[config.mk]
export PLATFORM = sky130hd
export DESIGN_NAME = change_dispenser
export DESIGN_NICKNAME = d
export VERILOG_FILES = /design/src/rtl/change_pkg.sv /design/src/rtl/coin_select.sv /design/src/rtl/change_dispenser.sv
export SDC_FILE = /design/constraint.sdc
export NUM_CORES = 1
export LEC_CHECK = 0
export ABC_AREA = 1
export ABC_CLOCK_PERIOD_IN_PS = 7810
export CAP_MARGIN = 10
export CORE_MARGIN = 2
export CORE_UTILIZATION = 58
export CTS_CLUSTER_DIAMETER = 50
export CTS_CLUSTER_SIZE = 8
export DETAILED_ROUTE_END_ITERATION = 6
export GPL_TIMING_DRIVEN = 0
export HOLD_SLACK_MARGIN = 0.03
export PLACE_DENSITY_LB_ADDON = 0.15
export REMOVE_ABC_BUFFERS = 1
export SLEW_MARGIN = 20
export SYNTH_ARGS = -nofsm -noshare
export SYNTH_HDL_FRONTEND = slang
export SYNTH_SLANG_ARGS = --single-unit
[constraint.sdc]
create_clock -name clk -period 7.81 [get_ports clk]
set_clock_uncertainty 0.15 [all_clocks]
set_input_delay 1.562 -clock clk [delete_from_list [all_inputs] [get_ports clk]]
set_output_delay 1.562 -clock clk [all_outputs]
set_load 0.03 [all_outputs]
[src/rtl/change_pkg.sv]
// change_pkg: coin and FSM state types, coin values in nickels, coin value helper
package change_pkg;
  typedef enum logic [1:0] {NONE = 2'd0, NICKEL = 2'd1, DIME = 2'd2, QUARTER = 2'd3} coin_e;
  typedef enum logic [2:0] {IDLE, CHECK, SELECT, DISPENSE, DONE} state_e;
  localparam logic [2:0] NICKEL_VAL  = 3'd1;
  localparam logic [2:0] DIME_VAL    = 3'd2;
  localparam logic [2:0] QUARTER_VAL = 3'd5;
  function automatic logic [2:0] coin_value(coin_e c);
    return c == QUARTER ? QUARTER_VAL : c == DIME ? DIME_VAL : c == NICKEL ? NICKEL_VAL : 3'd0;
  endfunction
endpackage

[src/rtl/coin_select.sv]
// coin_select: combinational greedy coin picker (largest coin that fits and is in stock)
//   i_remaining        change still owed, in nickels
//   i_inv_q/_d/_n      current inventory per coin type
//   o_pick             coin_e to dispense next, NONE if nothing fits
module coin_select import change_pkg::*; #(
  parameter int AMT_W = 8,
  parameter int CNT_W = 4
) (
  input  logic [AMT_W-1:0] i_remaining,
  input  logic [CNT_W-1:0] i_inv_q,
  input  logic [CNT_W-1:0] i_inv_d,
  input  logic [CNT_W-1:0] i_inv_n,
  output logic [1:0]       o_pick
);
  always_comb
    o_pick = (i_remaining >= AMT_W'(QUARTER_VAL) && i_inv_q != '0) ? QUARTER :
             (i_remaining >= AMT_W'(DIME_VAL)    && i_inv_d != '0) ? DIME    :
             (i_remaining >= AMT_W'(NICKEL_VAL)  && i_inv_n != '0) ? NICKEL  : NONE;
endmodule

[src/rtl/change_dispenser.sv]
// change_dispenser: sequential greedy change dispenser with its own restockable coin inventory
//   req_*      purchase handshake (cost/paid in nickels), ready only in IDLE
//   restock_*  add coins of one type, any state, saturating
//   coin_*     one coin per handshake towards the ejector
//   done_*     one-cycle status pulse at the end of each transaction
//   inv_*      current inventory
//   Optional macro CHANGE_DISPENSER_STATS_EN adds stat_txn / stat_shortchange counters.
module change_dispenser import change_pkg::*; #(
  parameter int AMT_W     = 8,
  parameter int CNT_W     = 4,
  parameter int MAX_COINS = 8,
  localparam int CW       = $clog2(MAX_COINS + 1)
) (
  input  logic             clk,
  input  logic             rst_n,
  input  logic             req_valid,
  output logic             req_ready,
  input  logic [AMT_W-1:0] req_cost,
  input  logic [AMT_W-1:0] req_paid,
  input  logic             restock_valid,
  input  logic [1:0]       restock_type,
  input  logic [CNT_W-1:0] restock_count,
  output logic             coin_valid,
  output logic [1:0]       coin_type,
  input  logic             coin_ready,
  output logic             done_valid,
  output logic             done_exact,
  output logic             done_short,
  output logic [AMT_W-1:0] done_remaining,
  output logic [CW-1:0]    done_coins,
  output logic [CNT_W-1:0] inv_q,
  output logic [CNT_W-1:0] inv_d,
  output logic [CNT_W-1:0] inv_n
`ifdef CHANGE_DISPENSER_STATS_EN
  ,
  output logic [15:0]      stat_txn,
  output logic [15:0]      stat_shortchange
`endif
);
  state_e           r_state, w_next;
  coin_e            r_coin;
  logic [AMT_W-1:0] r_cost, r_paid, r_rem;
  logic [CW-1:0]    r_count;
  logic             r_exact, r_short;
  logic [CNT_W-1:0] r_q, r_d, r_n;
  logic [1:0]       w_pick;
  logic             w_take;
  logic [CNT_W-1:0] w_add_q, w_add_d, w_add_n;

  // old >= dec always holds (a coin is only offered when in stock), so the sum never underflows
  function automatic logic [CNT_W-1:0] inv_upd(logic [CNT_W-1:0] old, logic dec, logic [CNT_W-1:0] add);
    logic [CNT_W:0] s;
    s = {1'b0, old} + {1'b0, add} - {{CNT_W{1'b0}}, dec};
    return s[CNT_W] ? '1 : s[CNT_W-1:0];
  endfunction

  coin_select #(.AMT_W(AMT_W), .CNT_W(CNT_W)) u_sel (
    .i_remaining(r_rem),
    .i_inv_q    (r_q),
    .i_inv_d    (r_d),
    .i_inv_n    (r_n),
    .o_pick     (w_pick)
  );

  assign w_take  = r_state == DISPENSE && coin_ready;
  assign w_add_q = (restock_valid && restock_type == QUARTER) ? restock_count : '0;
  assign w_add_d = (restock_valid && restock_type == DIME)    ? restock_count : '0;
  assign w_add_n = (restock_valid && restock_type == NICKEL)  ? restock_count : '0;

  always_ff @(posedge clk or negedge rst_n)
    if (!rst_n) r_state <= IDLE;
    else        r_state <= w_next;

  always_comb begin
    w_next = r_state;
    case (r_state)
      IDLE:     if (req_valid) w_next = CHECK;
      CHECK:    w_next = r_paid > r_cost ? SELECT : DONE;
      SELECT:   w_next = (w_pick == NONE || r_count == CW'(MAX_COINS)) ? DONE : DISPENSE;
      DISPENSE: if (coin_ready) w_next = SELECT;
      default:  w_next = IDLE;
    endcase
  end

  always_ff @(posedge clk or negedge rst_n)
    if (!rst_n) begin
      r_coin  <= NONE;
      r_cost  <= '0;
      r_paid  <= '0;
      r_rem   <= '0;
      r_count <= '0;
      r_exact <= 1'b0;
      r_short <= 1'b0;
      r_q     <= '0;
      r_d     <= '0;
      r_n     <= '0;
    end else begin
      r_q <= inv_upd(r_q, w_take && r_coin == QUARTER, w_add_q);
      r_d <= inv_upd(r_d, w_take && r_coin == DIME, w_add_d);
      r_n <= inv_upd(r_n, w_take && r_coin == NICKEL, w_add_n);
      if (r_state == IDLE && req_valid) begin
        r_cost  <= req_cost;
        r_paid  <= req_paid;
        r_rem   <= '0;
        r_count <= '0;
        r_exact <= 1'b0;
        r_short <= 1'b0;
      end
      if (r_state == CHECK) begin
        r_exact <= r_paid == r_cost;
        r_short <= r_paid < r_cost;
        if (r_paid > r_cost) r_rem <= r_paid - r_cost;
      end
      if (r_state == SELECT && w_next == DISPENSE) r_coin <= coin_e'(w_pick);
      if (w_take) begin
        r_rem   <= r_rem - AMT_W'(coin_value(r_coin));
        r_count <= r_count + CW'(1);
      end
    end

  assign req_ready      = r_state == IDLE;
  assign coin_valid     = r_state == DISPENSE;
  assign coin_type      = coin_valid ? r_coin : NONE;
  assign done_valid     = r_state == DONE;
  assign done_exact     = done_valid && r_exact;
  assign done_short     = done_valid && r_short;
  assign done_remaining = done_valid ? r_rem : '0;
  assign done_coins     = done_valid ? r_count : '0;
  assign inv_q          = r_q;
  assign inv_d          = r_d;
  assign inv_n          = r_n;

`ifdef CHANGE_DISPENSER_STATS_EN
  logic [15:0] r_txn, r_sc;
  always_ff @(posedge clk or negedge rst_n)
    if (!rst_n) begin
      r_txn <= '0;
      r_sc  <= '0;
    end else if (done_valid) begin
      r_txn <= r_txn + 16'd1;
      if (r_rem != '0) r_sc <= r_sc + 16'd1;
    end
  assign stat_txn         = r_txn;
  assign stat_shortchange = r_sc;
`endif
endmodule

==> out/qor.csv <==
stage;metric;value;unit
critical_path;slowest_delay;0.49;ns
floorplanning;core;5851;um2
routing;ant_nets;0;
sta;slew_headroom;28.89;%
sta;rsz0062_at_grt;false;
layout;drive_above_1_share;3.970;%
critical_path;critical_path.max_fanout;4;
clock_tree;cts.sinks;47;
routing;drt-wirelength-per-cell;12.38;um
grt;gr-usage-all-layers;24.74;%
grt;grt_pass1_vias;3056;
logic_synthesis;synthTopCellsByArea;dfrtp_1, ha_1, inv_1;
placement;dp_hpwl;5912;um
sta;timing.final.crit_share;53.51;%
clock_tree;postCtsHoldBufs;0;
critical_path;worstPathCellList;clkdlybuf4s50_1 -> inv_1 -> nor3_1 -> nand2_1 -> ha_1 -> inv_1 -> ha_1 -> inv_1 -> fa_1 -> nor2_1 -> o21ai_0 -> nand2_1 -> xnor2_1 -> o21ai_0;
floorplanning;die_y;81.46;um
routing;drt-total-wl;7477;um
critical_path;slowest_stage;clkdlybuf4s50_1;
floorplanning;die_w;81.46;um
critical_path;r2r_slack;4.63;ns
clock_tree;cts_max_path_buffers;2;
routing;drc;0;
critical_path;endpoint_kind;flip-flop;
routing;drtIter0Drc;125;
logic_synthesis;synthCells;471;
grt;grt_max_degree;31;
sta;fmax;239.3;MHz
critical_path;crit_type;in -> reg;
critical_path;cp-start-kind;primary input;
logic_synthesis;ys_seq_elements;47;
clock_tree;clock_latency;0.30;ns
clock_tree;ctsRootBufferMaster;clkbuf_8;
logic_synthesis;synth_top_cell_area_share;33.80;%
layout;syn2layout_area_growth;21.50;%
pwr;p_leak;2.228;nW
sta;setup_viol;0;
floorplanning;dieArea;6635;um2
logic_synthesis;ys_dominant_reg_cell;dfrtp_1;
floorplanning;rows;28;
sta;hold_viol_final;0;
sta;tns;0;ns
layout;nNetsFinal;598;
status;status;finished, final reports clean;
floorplanning;ioPinCount;58;
clock_tree;cts_buffers;5;
logic_synthesis;ys_seq_area_share;33.80;%
routing;vias;3101;
logic_synthesis;yosys_warnings;0;
grt;grt_pass1_wl;12820;um
logic_synthesis;async_flop_share;100.0;%
logic_synthesis;avgSynthCellArea;7.388;um2
critical_path;crit_top_cell;inv_1;
pwr;cellPowerDensity;379.3;nW/um2
floorplanning;start_util;59.47;%
logic_synthesis;ys_types;31;
layout;antenna_cells;0;
critical_path;required;7.81;ns
routing;vias_per_cell;5.134;
critical_path;cp_data_arrival_time;4.18;ns
grt;grt_overflow;0;
pwr;ir_drop;0.2365;mV
clock_tree;cts.repair.resized;0;
logic_synthesis;synth_edf_count;0;
clock_tree;h-tree-depth;2;
logic_synthesis;syn-cell-area;3480;um2
layout;final_cell_area;4228;um2
grt;antenna_found_initial;0;
sta;period_needed;4.179;ns
clock_tree;clkSlewWorstSetupHoldPaths;0.09;ns
placement;numPortBuffers;57;
logic_synthesis;yosys.area.top_type;dfrtp_1;
clock_tree;cts_tree;built;
critical_path;crit_family;adder cells;
clock_tree;post_cts_buffers;0;
logic_synthesis;synth_common_cells;inv_1, nand2_1, nor2_1;
critical_path;worst-path-buf-inv;4;
placement;placed_cell_area;4125;um2
routing;dr.pass1.iters;4;
placement;gp_congestion;0.8590;
hold_path;hp-class;reg -> reg;
run;cap_violations;0;
sta;drv_slew;0;
sta;tightest_slew;1.064;ns
==> layout by cell type, fill, tap and decap left out, types with 2 or more instances in the layout <==
cell type	count
clkinv_1	2
nand4_1	7
nand3_1	31
or2_1	2
nand3b_1	5
a21oi_1	21
xnor2_1	6
xor2_1	3
nand2_1	97
inv_1	97
o22ai_1	2
ha_1	37
fa_1	5
mux2_1	7
nor3_1	5
clkbuf_8	5
clkdlybuf4s50_1	56
o211ai_2	2
dfrtp_1	47
o21ai_1	7
nor3_2	3
o21ai_0	14
nor2_1	54
inv_2	5
==> power by group <==
group	internal [mW]	switching (mW)	leakage, nW	total (mW)
logic	0.401	0.618	1.63	1.02
clock network	0.0940	0.0813	0.0513	0.175
registers	0.342	0.0669	0.547	0.409
==> final cells by class <==
type                    instances  area, um2
multi-input cells             313       1872
fillers                       488       1623
clock inverters                 1      30.03
well taps                      75      93.84
clock buffers                   6      72.57
repair buffers                 58      593.1
flip-flops and latches         47       1176
inverters                     104      390.4
==> per-stage QoR <==
stage          util [%]  setup WS, ns  std cells  power (mW)  hold WS (ns)
2_1_floorplan         -         4.119        464       1.160        0.3185
3_3_place_gp      70.12         3.369        596       1.386        0.3326
3_5_place_dp      70.51         3.302        597       1.428        0.3398
4_1_cts           72.26         3.618        604       1.610        0.3607
5_1_grt           72.26         3.351        604       1.782        0.3952
6_report          72.26         3.631        604       1.604        0.3555
==> layer usage <==
layer | track usage, % | part of all wire, % | vias to the layer above
met5 | 0 | 0 | -
met4 | 4.576 | 0.87 | 0
met3 | 4.615 | 4.0 | 7
met2 | 45.49 | 50 | 64
met1 | 30.28 | 45 | 1449
li1 | - | - | 1581
==> registers in the layout, indices dropped and copies added (netlist names) <==
register	count
r_short	1
inv_n	4
r_count	4
r_state	3
inv_d	4
inv_q	4
r_coin	2
r_cost	8
r_exact	1
r_paid	8
r_rem	8
==> cells by family after synthesis <==
logic type,synth area share [%]
AND/OR/NAND/NOR,25.75
multiplexers,2.265
flip-flops,33.80
AO/OA/AOI/OAI,7.335
XOR/XNOR,2.265
buffers and inverters,12.41
adder cells (fa/ha/maj),16.18
==> worst paths after layout <==
| path | end | depth (start not counted) | startpoint |
|---|---|---|---|
| worst max-delay path | inv_d[2]$_DFF_PN0_ | 14 | restock_type[1] |
| worst min-delay path | r_paid[4]$_DFFE_PN0P_ | 1 | r_paid[4]$_DFFE_PN0P_ |
| min in group asynchronous | r_rem[5]$_DFF_PN0_ | 1 | rst_n |
| worst max register to register | inv_n[2]$_DFF_PN0_ | 13 | r_state[2]$_DFF_PN0_ |
| worst min register to register | r_paid[4]$_DFFE_PN0P_ | 1 | r_paid[4]$_DFFE_PN0P_ |
| max in group asynchronous | r_coin[0]$_DFFE_PN0P_ | 2 | rst_n |
Note: power is estimated with default switching activity, not from simulation.
==> patch, RTL diff (config.mk and constraints unchanged) <==
The 5 states of `state_e` get a one-hot encoding in 5 bits.
--- a/src/rtl/change_pkg.sv
+++ b/src/rtl/change_pkg.sv
@@ -2,5 +2,5 @@
 package change_pkg;
   typedef enum logic [1:0] {NONE = 2'd0, NICKEL = 2'd1, DIME = 2'd2, QUARTER = 2'd3} coin_e;
-  typedef enum logic [2:0] {IDLE, CHECK, SELECT, DISPENSE, DONE} state_e;
+  typedef enum logic [4:0] {IDLE = 5'b00001, CHECK = 5'b00010, SELECT = 5'b00100, DISPENSE = 5'b01000, DONE = 5'b10000} state_e;
   localparam logic [2:0] NICKEL_VAL  = 3'd1;
   localparam logic [2:0] DIME_VAL    = 3'd2;
Function: no difference found for any inputs over 4 cycles, from zero or initial values and one cycle with rst_n low; so few cycles prove little.
==> patch against the original RTL <==
Worst setup slack worse by 0.16 ns. Sequential cell count rose by 2. Routed wire length increased by 2.2%. Die area up 3.5%. Synthesized area rose by 3.7%. Final area grew 2.7%. Sequential power up 2%. Combinational power increased by 5%. Largest power group unchanged. Power grew 2.7%.
==> patch: results (changes against the original RTL) <==
| Metric | Value |
|---|---|
| Status | `finished, final reports clean` |
| XOR/XNOR Fraction of Synth Area | `2.43% (+0.16 points)` |
| Routed vias | `3231 (+4.2%)` |
| Routed length per instance | `12.3 um (-0.24%)` |
| Clock tree cell share of total cell area | `2.16% (-0.27 points)` |
| Mux contribution to synthesized area | `0% (-2.3 points)` |
| Netlist cell types | `34 (+9.7%)` |
| Gpl congestion | `0.839 (-2.4%)` |
| CP Launch Point | `coin_ready` |
| Sequential power share | `25.3% (-0.2 points)` |
| Pre-CTS setup slack | `3.17 ns (-0.134 ns)` |
| Crit-path max FO | `14 (+10)` |
| Compound-gate portion of the synthesized area | `8.43% (+1.1 points)` |
| Worst endpoint data arrival time | `4.36 ns (+0.18 ns)` |
| Sequential share of the synthesized area | `34.0% (+0.23 points)` |
| Cell count of the worst hold path | `2 (+1)` |
| Multi-input gates | `323 (+3.2%)` |
| First-pass GRT wire length | `13600 um (+6.2%)` |
| Hold_sp | `r_paid[2]` |
| R2R Setup Slk | `4.51 ns (-0.12 ns)` |
| Synth Area in Adders | `15.6% (-0.57 points)` |
| Worst VDD drop | `216 uV (-8.8%)` |
| Seq power | `0.000416 W (+2%)` |
| Fraction of area in registers | `28.3% (+0.44 points)` |
| Dpl cell area | `4250 um2 (+3.0%)` |
| Vias in the first global route | `3146 (+2.9%)` |
| Syn avg cell area | `7.45 um2 (+0.88%)` |
| Seq cells post-synth | `49 (+4.3%)` |
| Comb power frac | `65.1% (+1.6 points)` |
| Non-clock buffer share | `13.5% (-0.54 points)` |
| Worst hold slack | `0.338 ns (-0.0179 ns)` |
| Layout cells sized above 1 | `6.80% (+2.8 points)` |
| Fill count | `499 (+2.3%)` |
| Static leakage | `2.28 nW (+2.5%)` |
| Relative slew slack | `57.1% (+28 points)` |
| Hpwl dp | `6110 um (+3.4%)` |
patch: changes by cell type after synthesis, sizes merged, moves of 2 or more:
cell | unedited run | this run
mux2 | 7 | 0
nand4 | 7 | 5
o21ai | 21 | 33
nand3 | 31 | 36
a21oi | 21 | 14
inv | 102 | 106
clkinv | 2 | 0
nor3 | 8 | 6
nor2 | 55 | 45
nand2 | 98 | 117
o22ai | 2 | 4
patch: metal layers:
| metal | track usage, % | vias to the layer above | share of wire (%) |
|---|---|---|---|
| met1 | 31.4 | 1488 | 46 |
| met3 | 2.88 | 11 | 4.0 |
| met5 | 0 | - | 0 |
| met4 | 7.00 | 0 | 1.8 |
| li1 | - | 1632 | - |
| met2 | 40.2 | 100 | 48 |
patch: critical path, delay by kind of cell:
kind            cells  cell delay, ns
simple gates        4            0.92
buf+inv             3            0.59
compound gates      2            0.26
xor+xnor            1            0.22
fa+ha+maj           3            0.80
